<file path="src/rtl/masked_sbox_sched.sv">
// masked_sbox_sched: arbitrates the key-schedule and round-state byte streams
// onto one shared masked S-box core. It attaches one fresh randomness word to
// each byte, tracks every issued byte through the core with a tag pipeline, and
// routes each core result back to the stream that issued it.
//
// Handshake: a word moves on a stream in every cycle where valid and ready are
// both high on the rising edge. valid must not depend on ready. The result
// streams (ks_rvalid/st_rvalid) cannot apply backpressure.
module masked_sbox_sched #(
   parameter int SHARES = 8,
   parameter int LAT    = 4,
   parameter int RND_W  = 56
) (
   input  logic                  clk,
   input  logic                  rst,
   input  logic                  ks_valid,
   output logic                  ks_ready,
   input  logic                  ks_last,
   input  logic [SHARES*8-1:0]   ks_shares,
   input  logic                  st_valid,
   output logic                  st_ready,
   input  logic                  st_last,
   input  logic [SHARES*8-1:0]   st_shares,
   output logic                  ks_rvalid,
   output logic [SHARES*8-1:0]   ks_rshares,
   output logic                  st_rvalid,
   output logic [SHARES*8-1:0]   st_rshares,
   input  logic                  rnd_valid,
   output logic                  rnd_ready,
   input  logic [RND_W-1:0]      rnd_data,
   output logic                  sb_valid,
   output logic [SHARES*8-1:0]   sb_shares,
   output logic [RND_W-1:0]      sb_rnd,
   input  logic                  sb_ovalid,
   input  logic [SHARES*8-1:0]   sb_oshares,
   output logic                  busy,
   output logic                  err
);

   localparam int W = SHARES * 8;

   typedef enum logic [1:0] {IDLE = 2'd0, KS = 2'd1, ST = 2'd2} state_t;

   state_t          state;
   logic            last_was_st;   // previous burst went to ST; next tie goes to KS
   logic [3:0]      beat_cnt;      // transfers already taken in the current burst
   logic            xfer;
   logic            xfer_last;
   logic [W-1:0]    xfer_shares;
   logic            sb_id;         // requester of the byte now on sb_*: 1 = ST
   logic [LAT-1:0]  tag_v;
   logic [LAT-1:0]  tag_id;
   logic            tag_out_v;
   logic            tag_out_id;
   logic            overrun;

   assign tag_out_v  = tag_v[LAT-1];
   assign tag_out_id = tag_id[LAT-1];
   // sb_valid is the first pipeline stage ahead of the tags, so it counts as in flight
   assign busy       = (state != IDLE) || sb_valid || (|tag_v);

   // Readies follow randomness availability for the granted stream only
   always_comb begin
      ks_ready    = (state == KS) && rnd_valid;
      st_ready    = (state == ST) && rnd_valid;
      xfer        = (ks_valid && ks_ready) || (st_valid && st_ready);
      xfer_last   = (state == ST) ? st_last : ks_last;
      xfer_shares = (state == ST) ? st_shares : ks_shares;
      rnd_ready   = xfer;
      overrun     = xfer && !xfer_last && (beat_cnt == 4'd15);
   end

   // Grant FSM: round-robin on ties, bursts run to last or the 16-byte bound
   always_ff @(posedge clk or posedge rst) begin
      if (rst) begin
         state       <= IDLE;
         last_was_st <= 1'b1;
         beat_cnt    <= 4'd0;
      end else begin
         case (state)
            IDLE: begin
               beat_cnt <= 4'd0;
               if (ks_valid && st_valid) begin
                  state       <= last_was_st ? KS : ST;
                  last_was_st <= !last_was_st;
               end else if (ks_valid) begin
                  state       <= KS;
                  last_was_st <= 1'b0;
               end else if (st_valid) begin
                  state       <= ST;
                  last_was_st <= 1'b1;
               end
            end
            KS, ST: begin
               if (xfer) begin
                  if (xfer_last || beat_cnt == 4'd15) begin
                     state    <= IDLE;
                     beat_cnt <= 4'd0;
                  end else begin
                     beat_cnt <= beat_cnt + 4'd1;
                  end
               end
            end
            default: state <= IDLE;
         endcase
      end
   end

   // Issue register toward the core; data holds between transfers
   always_ff @(posedge clk or posedge rst) begin
      if (rst) begin
         sb_valid  <= 1'b0;
         sb_shares <= '0;
         sb_rnd    <= '0;
         sb_id     <= 1'b0;
      end else begin
         sb_valid <= xfer;
         if (xfer) begin
            sb_shares <= xfer_shares;
            sb_rnd    <= rnd_data;
            sb_id     <= (state == ST);
         end
      end
   end

   // Tag pipeline: stage LAT-1 lines up with the core's output cycle
   always_ff @(posedge clk or posedge rst) begin
      if (rst) begin
         tag_v  <= '0;
         tag_id <= '0;
      end else begin
         for (int i = LAT - 1; i > 0; i--) begin
            tag_v[i]  <= tag_v[i-1];
            tag_id[i] <= tag_id[i-1];
         end
         tag_v[0]  <= sb_valid;
         tag_id[0] <= sb_id;
      end
   end

   // Result routing to the tagged requester; shares pass through untouched
   always_ff @(posedge clk or posedge rst) begin
      if (rst) begin
         ks_rvalid  <= 1'b0;
         st_rvalid  <= 1'b0;
         ks_rshares <= '0;
         st_rshares <= '0;
      end else begin
         ks_rvalid <= tag_out_v && sb_ovalid && !tag_out_id;
         st_rvalid <= tag_out_v && sb_ovalid && tag_out_id;
         if (tag_out_v && sb_ovalid && !tag_out_id) ks_rshares <= sb_oshares;
         if (tag_out_v && sb_ovalid && tag_out_id)  st_rshares <= sb_oshares;
      end
   end

   // Sticky fault: core output out of step with the tags, or an unterminated burst
   always_ff @(posedge clk or posedge rst) begin
      if (rst) begin
         err <= 1'b0;
      end else if (overrun || (sb_ovalid != tag_out_v)) begin
         err <= 1'b1;
      end
   end

endmodule

</file>
<file path="config.mk">
export PLATFORM = sky130hd
export DESIGN_NAME = masked_sbox_sched
export DESIGN_NICKNAME = d
export VERILOG_FILES = /design/src/rtl/masked_sbox_sched.sv
export SDC_FILE = /design/constraint.sdc
export NUM_CORES = 1
export LEC_CHECK = 0
export ABC_CLOCK_PERIOD_IN_PS = 23300
export CORE_AREA = 2 2 201 203
export DETAILED_ROUTE_END_ITERATION = 10
export DIE_AREA = 0 0 203 205
export PLACE_DENSITY = 0.61
export SYNTH_ARGS = -nofsm -noshare
export SYNTH_HDL_FRONTEND = slang
export SYNTH_SLANG_ARGS = --single-unit
</file>
<file path="constraint.sdc">
create_clock -name clk -period 23.3 [get_ports clk]
set_input_delay 5.825 -clock clk [delete_from_list [all_inputs] [get_ports clk]]
set_output_delay 5.825 -clock clk [all_outputs]
set_load 0.02 [all_outputs]
</file>
== Word-level counts from Yosys, hierarchy flattened ==
Index checks and enable logic that the tools add are counted.

* Register bits: 268
* Bits of input ports: 256
* Output and inout port bits: 256
* Logic and storage cells: 64

* Add/sub/neg operators: 1
* Equality and inequality tests: 7
* Multiplexer cells: 15
* Reductions and logical operators: 27

{| class="wikitable"
|+ Operators with widths
! kind !! count
|-
| $mux W64 || 1
|-
| $mux W2 || 6
|-
| $logic_and A1 B1 Y1 || 10
|-
| $mux W4 || 2
|-
| $pmux W4 S2 || 1
|-
| $logic_or A1 B1 Y1 || 5
|-
| $add A4 B1 Y4 const B || 1
|-
| $eq A4 B4 Y1 const B || 1
|-
| $mux W1 || 4
|-
| $ne A2 B2 Y1 const B || 2
|-
| $ne A4 B4 Y1 const B || 1
|-
| $pmux W2 S2 || 1
|-
| $reduce_and A2 Y1 || 2
|-
| $reduce_bool A2 Y1 || 2
|-
| $reduce_or A4 Y1 || 1
|-
| $logic_not A1 Y1 || 3
|-
| $reduce_and A3 Y1 || 1
|-
| $reduce_bool A3 Y1 || 1
|-
| $eq A2 B1 Y1 const B || 1
|-
| $eq A2 B2 Y1 const B || 1
|-
| $logic_not A2 Y1 || 1
|-
| $reduce_or A2 Y1 || 1
|-
| $ne A1 B1 Y1 || 1
|}

== Logic depth before layout (Yosys ltp) ==
Gate-level depths: netlist of run 1.

* Depth in word-level cells: 7
* Depth in mapped cells: 9
* Gate-level depth less buffers: 7

== Least setup slack after synthesis of run 1 ==
OpenSTA, ideal clock, no wires.

* Path kind: in2out
* Start: input port ks_valid
* End: output port rnd_ready
* Arrival time: 6522 ps
* Data required time: 17475 ps
* Path slack: 10953 ps
* Stages on the path: 4
* Buffers on the path: 1
* Path through: a22o_4 > nand2_4 > inv_2 > clkbuf_1

* Cells in the longest elaborated chain, start to end: 2

{| class="wikitable"
|+ RTL lines
! element !! RTL line !! source
|-
| start: declaration || 16 || <nowiki>input logic ks_valid,</nowiki>
|-
| $logic_and A1 B1 Y1 || 66 || <nowiki>xfer = (ks_valid && ks_ready) || (st_valid && st_ready);</nowiki>
|-
| $logic_or A1 B1 Y1 || 66 ||
|-
| end: declaration || 29 || <nowiki>output logic rnd_ready,</nowiki>
|}

Every way passes these cells.

== Worst setup path in the final report of run 1 ==
* Start: input port rnd_valid
* End: output port rnd_ready

* Cells in the longest elaborated chain, start to end: 3
* Elaborated cells between the ends (all ways): 5
* Classes of those cells: 5 x reduce/logical

{| class="wikitable"
|+ RTL lines
! element !! RTL line !! source
|-
| start: declaration || 28 || <nowiki>input logic rnd_valid,</nowiki>
|-
| $logic_and A1 B1 Y1 (on tied branches) || 64, 65 ||
|-
| $logic_and A1 B1 Y1 || 66 ||
|-
| $logic_or A1 B1 Y1 (*) || 66 ||
|}

Every way passes the cells marked *; elsewhere a longest branch is shown, timed or not.

==> out/metrics.cfg, run 1 <==
[placed_design]
port_buffers = 511
dp_hpwl_um = 23700
place_area_mm2 = 0.0162
gp_congestion = 0.795
dp.cells = 1851

[yosys]
syn_nets = 1119
synth_top_cell_by_area = dfrtp_1
synthArstFlopShare = 1.00
syn_area_mm2 = 0.0107
synth.avg_cell_area_um2 = 12.5
synth_top_area_share = 0.626
synth_cell_type_count = 36
ys_seq_area_frac = 0.629
ys_ff_latch = 268
ys_warn_count = 0
synth_cells = 857
synth_edf_count = 0
ys_top_cells_by_count = 267 x dfrtp_1, 236 x nand2_1, 128 x mux2_2
synth_most_common_cell = dfrtp_1
synthTopCellsByArea = dfrtp_1 63%, mux2_2 14%, nand2_1 8.3%, mux2i_1 6.2%, o21ai_0 3.1%
ys.flop_type = dfrtp_1

[flow_run]
max_cap_viol_count = 0

[worst_hold_path]
whs_endpoint = tag_id[1]
min_path_type = reg2reg
min_from = tag_id[0]
min_path_cells = 0

[sta]
slew_viol_final = 0
hold_slack_ns = 0.345
fin_crit_sh = 0.620
tns_ns = 0
hold_violations = 0
slew_headroom = 0.314
finClkSkew_ns = 0.0107
tightest_slew_ns = 1.03
min_period_ns = 14.44
setup_viol = 0
rsz0062_at_grt = no
max_freq_mhz = 69.3

[clock_network]
cts_tree = yes
cts_buffers = 30
cts_hold_buffers = 0
root_buffer = clkbuf_16
ctsResizeCount = 0
cts_setup_buffers = 0
clock_sinks = 268
clock_latency_ns = 0.55
htreeDepth = 1
path_clk_slew_ns = 0.05
cts.path.max_buffers = 3

[setup_path]
slowest_delay_ns = 0.81
r2r_end = beat_cnt[0]
crit_required_ns = 17.48
crit_chain = clkdlybuf4s50_1 -> nand2_8 -> inv_2 -> buf_4 -> clkdlybuf4s50_1
regToRegSetupSlack_ns = 20.50
r2r-start = state[0]
worstSetupStartpointType = input port
crit_slowest_cell = clkdlybuf4s50_1
r2r_cells = 7
crit_path_end_kind = output port
critical_path_peak_fanout = 120
arrival_ns = 8.61
crit_type = in2out
cpMostUsedCell = clkdlybuf4s50_1

[grt]
antenna_found_initial = 3
grt_pass1_vias = 8392
overflow = 0
track_usage = 0.150
grt_max_degree = 126
grt_pass1_wl_um = 48900

[floorplan]
die_w_um = 203
initial_core_util = 0.271
ios = 512
num_rows = 73
die_area_mm2 = 0.0416
die_h_um = 205
fp.coreArea_mm2 = 0.0394

[outcome]
status = complete, no violations

[detailed_routing]
wl_met1_um = 12700
wl_per_cell_um = 16.8
num_vias = 8156
drt_iter0_drc = 265
drc_errors = 0
detail-route-antenna-nets = 0
wl_um = 32000
wl_met2_um = 15700
via_per_inst = 4.28
top_layer_used = met5
wl_met3_um = 3020
dr.pass1.iters = 4

[finish]
drive_gt1_frac = 0.140
final_nets = 1620
final_util = 0.438
multi_input_area_mm2 = 0.00368
fillers = 3712
seq_area_mm2 = 0.00671
design_area_mm2 = 0.0173
area_growth_pct = 61.7
layoutNonFillerInstCount = 1907

[power]
p_leak_nw = 7.67
power_density_mw_per_mm2 = 132
ir_drop_uv = 60.9

==> stage by stage <==
step	setup WS (ns)	total power [W]
2_1_floorplan	10.09	0.00129
3_3_place_gp	8.83	0.00181
3_5_place_dp	8.81	0.00182
4_1_cts	8.81	0.00231
5_1_grt	8.68	0.00240
6_report	8.86	0.00227
==> layout make-up <==
cell class                      instances  share of cell area
Clock inverter                          7             0.00391
Clock buffer                           48              0.0550
Timing Repair Buffer                  517               0.299
Inverter                                8             0.00217
Tap cell                              525              0.0381
Multi-Input combinational cell        533               0.213
Sequential cell                       268               0.389
Antenna cell                            1            0.000145
==> registers in the layout (all words and copies together) (netlist names) <==
signal       count
st_rshares      64
err              1
sb_rnd          56
ks_rvalid        1
st_rvalid        1
last_was_st      1
sb_id            1
state            2
sb_valid         1
ks_rshares      64
tag_id           4
sb_shares       64
beat_cnt         4
tag_v            4
==> routing by layer <==
| layer | vias up | GRT usage |
|---|---|---|
| met5 | - | 0 |
| met4 | 4 | 0.0378 |
| met3 | 50 | 0.0519 |
| met2 | 322 | 0.262 |
| met1 | 3877 | 0.176 |
| li1 | 3903 | - |
==> cells in the final DEF, fill, tap and decap left out, types with 5 or more instances in the layout <==
master,synthesis,final
ha_1,6,5
nand2_1,236,235
clkbuf_1,11,6
buf_4,11,6
clkbuf_8,0,11
inv_1,7,6
dfrtp_1,267,267
clkdlybuf4s50_1,0,511
mux2_2,128,128
mux2i_1,66,66
clkbuf_16,0,31
o21ai_0,66,66
==> cells by family after synthesis <==
kind of cell,after synthesis,share of synthesized area
compound gates,80,0.0414
xor+xnor,1,0.000821
fa+ha+maj,6,0.00703
buf+inv,56,0.0301
flops,268,0.629
mux,196,0.199
simple gates,250,0.0926
==> worst max-delay path: cells and delay by family <==
kind	cells	cell delay, ns
buffers and inverters	4	2.20
AND/OR/NAND/NOR	1	0.46
==> where the power goes <==
group          switching, W  total (W)  internal [W]
combinational      0.000520    0.00103      0.000509
clock              0.000186   0.000474      0.000288
sequential         0.000104   0.000767      0.000663
==> worst max path at each step <==
stage | depth (start not counted) | to | slack [ns] | start
after floorplan | 1 | beat_cnt[0] | 10.09 | rst
after global placement | 5 | rnd_ready | 8.83 | rnd_valid
after detailed placement | 5 | rnd_ready | 8.81 | rnd_valid
after CTS | 5 | rnd_ready | 8.81 | rnd_valid
after global routing | 5 | rnd_ready | 8.68 | rnd_valid
final | 5 | rnd_ready | 8.86 | rnd_valid
(Power assumes the default switching activity.)
==> run 2: changes to the inputs <==
- ABC_CLOCK_PERIOD_IN_PS: 23300 -> 13300
- CORE_AREA: 2 2 201 203 -> 2 2 202 204
- DIE_AREA: 0 0 203 205 -> 0 0 204 206
- clock period: 23.3 -> 13.3 ns (I/O delays scaled with it)
==> out/metrics.cfg, run 2 (same netlist as run 1, synthesis figures left out) <==
[sta]
setup_viol = 0
slew_headroom = 0.283
worst_slack_ns = 4.03
slew_viol_final = 0
rsz0062_at_grt = no
tns_ns = 0
fin_crit_sh = 0.697
finClkSkew_ns = 0.00777
hold_violations = 0
min_period_ns = 9.27
max_freq_mhz = 108
tightest_slew_ns = 1.08

[setup_path]
crit_chain = clkdlybuf4s50_1 -> nand2_8 -> inv_2 -> buf_4 -> clkdlybuf4s50_1
crit_path_end_kind = output port
arrival_ns = 5.95
crit_slowest_cell = clkdlybuf4s50_1
crit_type = in2out
crit_required_ns = 9.97
crit_family = buffers and inverters
critPathBufInv = 4
worstSetupStartpointType = input port
cpMostUsedCell = clkdlybuf4s50_1
critical_path_peak_fanout = 99
slowest_delay_ns = 0.77

[grt]
overflow = 0
grt_pass1_wl_um = 48000
grt_max_degree = 140
grt_pass1_vias = 8286
antenna_found_initial = 1
track_usage = 0.146

[floorplan]
fp.coreArea_mm2 = 0.0402
num_rows = 74
ios = 512
die_w_um = 204
die_h_um = 206
die_area_mm2 = 0.0420
initial_core_util = 0.266

[power]
fin_total_pwr_w = 0.00397
p_leak_nw = 7.63
ir_drop_uv = 104
power_density_mw_per_mm2 = 230

[clock_network]
cts_buffers = 29
cts_setup_buffers = 0
cts_tree = yes
htreeDepth = 1
cts_hold_buffers = 0
ctsResizeCount = 0
path_clk_slew_ns = 0.06
cts.path.max_buffers = 3
clock_latency_ns = 0.55
root_buffer = clkbuf_16
clock_sinks = 268

[outcome]
status = complete, no violations

[finish]
final_nets = 1620
final_common_cell = clkdlybuf4s50_1
drive_gt1_frac = 0.139
top_regs = ks_rshares x64, sb_shares x64, st_rshares x64
area_growth_pct = 61.5
final_util = 0.429
most-common-layout-cells = 511 x clkdlybuf4s50_1, 267 x dfrtp_1, 235 x nand2_1

[flow_run]
max_cap_viol_count = 0

[placed_design]
gp_congestion = 0.780
dp_slack_ns = 3.98
dp_hpwl_um = 23300
port_buffers = 511

[detailed_routing]
wl_per_cell_um = 16.8
drt_iter0_drc = 333
via_per_inst = 4.26
num_vias = 8157
detail-route-antenna-nets = 0
drc_errors = 0
dr.pass1.iters = 4
wl_um = 32100

[worst_hold_path]
min_path_type = reg2reg

==> run 2: final timing paths <==
path                            from        endpoint  slack [ns]  cells past startpoint
max in group asynchronous        rst  st_rshares[25]        8.40                      3
setup / recovery           rnd_valid       rnd_ready        4.03                      5
setup reg to reg            state[1]    sb_shares[4]       10.63                      6
hold / removal             tag_id[2]       tag_id[3]        0.35                      0
min in group asynchronous        rst   ks_rshares[9]        3.40                      2
hold reg to reg            tag_id[2]       tag_id[3]        0.35                      0
==> run 2: per-layer routing <==
layer / wire length [um] / GRT usage / vias up
li1: - / - / 3881
met2: 15500 / 0.251 / 311
met3: 2700 / 0.0426 / 42
met1: 13200 / 0.177 / 3923
met5: 0 / 0 / -
met4: 690 / 0.0453 / 0
==> run 2: area by class of cell <==
| cell class | instances | area [um^2] |
|---|---|---|
| well taps | 532 | 666 |
| flip-flops and latches | 268 | 6710 |
| inverters | 8 | 37.5 |
| repair buffers | 518 | 5170 |
| diodes | 1 | 2.50 |
| clock inverters | 9 | 106 |
| fillers | 3877 | 23000 |
| multi-input cells | 533 | 3670 |
| clock buffers | 44 | 872 |
==> run 2: stage by stage <==
step	hold slack, ns	instances	instance area, um^2
after detailed placement	0.336	1859	16300
after global routing	0.361	1913	17200
after global placement	0.336	1859	16300
after CTS	0.350	1912	17200
final	0.347	1913	17200
after floorplan	0.331	857	10700
==> run 2: power by group <==
group,internal (W),switching (W),leakage [nW]
clock,0.000489,0.000332,0.474
combinational,0.000891,0.000916,3.75
sequential,0.00116,0.000179,3.41
==> run 3: changes to the inputs <==
- ABC_CLOCK_PERIOD_IN_PS: 13300 -> 9300
- clock period: 13.3 -> 9.3 ns (I/O delays scaled with it)
==> out/metrics.cfg, run 3 (same netlist as run 1, synthesis figures left out) <==
[clock_network]
clock_latency_ns = 0.55
root_buffer = clkbuf_16
clock_sinks = 268
cts_hold_buffers = 0
path_clk_slew_ns = 0.06
cts_setup_buffers = 0
cts_tree = yes
cts_buffers = 30
cts.path.max_buffers = 3
ctsResizeCount = 0
htreeDepth = 1

[power]
p_leak_nw = 7.68
swShare = 0.354
pwr-share-seq = 0.332
pwr-share-comb = 0.447
fin_total_pwr_w = 0.00578
p_switching_w = 0.00204
power_density_mw_per_mm2 = 333
ir_drop_uv = 174
p_int_w = 0.00373
pwr-share-clk = 0.221

[detailed_routing]
dr.pass1.iters = 4
wl_um = 32500
drc_errors = 0
num_vias = 8185
wl_per_cell_um = 17.0
detail-route-antenna-nets = 0
drt_iter0_drc = 317
via_per_inst = 4.28

[placed_design]
port_buffers = 511
dp_hpwl_um = 23700
dp.cells = 1859
gp_congestion = 0.794

[sta]
hold_slack_ns = 0.346
rsz0062_at_grt = no
max_freq_mhz = 150
slew_viol_final = 0
fin_crit_sh = 0.718
finClkSkew_ns = 0.00828
tns_ns = 0
slew_headroom = 0.326
setup_viol = 0
hold_violations = 0
min_period_ns = 6.68
tightest_slew_ns = 1.01

[setup_path]
crit_chain = clkdlybuf4s50_1 -> nand2_8 -> inv_2 -> clkdlybuf4s50_1
worstSetupStartpointType = input port
critical_path_peak_fanout = 121
cpMostUsedCell = clkdlybuf4s50_1
critPathBufInv = 3
arrival_ns = 4.35
crit_slowest_cell = clkdlybuf4s50_1
crit_required_ns = 6.98
r2r-start = state[0]
slowest_delay_ns = 0.71
crit_family = buffers and inverters
crit_type = in2out
crit_path_end_kind = output port
critPathLaunch = rnd_valid

[grt]
grt_pass1_wl_um = 48000
grt_pass1_vias = 8243
grt_max_degree = 173
antenna_found_initial = 0
track_usage = 0.147
overflow = 0

[finish]
final_common_cell = clkdlybuf4s50_1
top_regs = ks_rshares x64, sb_shares x64, st_rshares x64
antenna_cells = 0
layoutNonFillerInstCount = 1914
most-common-layout-cells = 511 x clkdlybuf4s50_1, 267 x dfrtp_1, 235 x nand2_1
drive_gt1_frac = 0.140
area_growth_pct = 62.4
final_nets = 1621

[worst_hold_path]
min_path_type = reg2reg
min_from = tag_id[1]

[floorplan]
die_w_um = 204
ios = 512
initial_core_util = 0.266
num_rows = 74
fp.coreArea_mm2 = 0.0402
die_area_mm2 = 0.0420
die_h_um = 206

[flow_run]
max_cap_viol_count = 0

[outcome]
status = complete, no violations

-- run 3: cell count changes in the layout (fill, tap and decap cells not counted), sizes merged --
| cell | change |
|---|---|
| bufinv | +3 |
| clkbuf | +1 |
| clkinv | +2 |
| clkinvlp | -2 |
| diode | -1 |
| inv | -2 |
-- run 3: layer usage --
| metal | vias up | share of wire | GRT usage |
|---|---|---|---|
| li1 | 3892 | - | - |
| met1 | 3934 | 0.39 | 0.171 |
| met2 | 308 | 0.50 | 0.260 |
| met3 | 51 | 0.081 | 0.0412 |
| met4 | 0 | 0.024 | 0.0461 |
| met5 | - | 0 | 0 |
-- run 3: area by class of cell --
cell class	count	area, um^2
timing repair buffer	518	5180
inverter	8	33.8
fill	3886	22800
tap	532	666
multi-input combinational	533	3670
sequential	268	6710
clock inverter	10	175
clock buffer	45	898
-- run 3: stage by stage --
step                setup slack, ns  area (um^2)   util
finish                         2.62        17300  0.431
global route                   2.52        17300  0.431
CTS                            2.61        17300  0.431
detailed placement             2.62        16300  0.405
global placement               2.57        16300  0.405
floorplan                      3.44        10700      -
-- run 3: final timing paths --
kind | end | slack (ns) | depth (start not counted)
hold reg to reg | tag_id[2] | 0.35 | 0
max in group asynchronous | sb_shares[32] | 5.75 | 3
min in group asynchronous | sb_rnd[47] | 2.18 | 2
setup reg to reg | beat_cnt[0] | 6.39 | 8
hold / removal | tag_id[2] | 0.35 | 0
setup / recovery | rnd_ready | 2.62 | 4
-- run 3: power groups by stage --
stage	sequential, W	combinational [W]	clock (W)
2_1_floorplan	0.00250	0.000724	0
3_3_place_gp	0.00192	0.00259	0
3_5_place_dp	0.00194	0.00262	0
4_1_cts	0.00192	0.00262	0.00132
5_1_grt	0.00198	0.00275	0.00138
6_report	0.00192	0.00258	0.00128
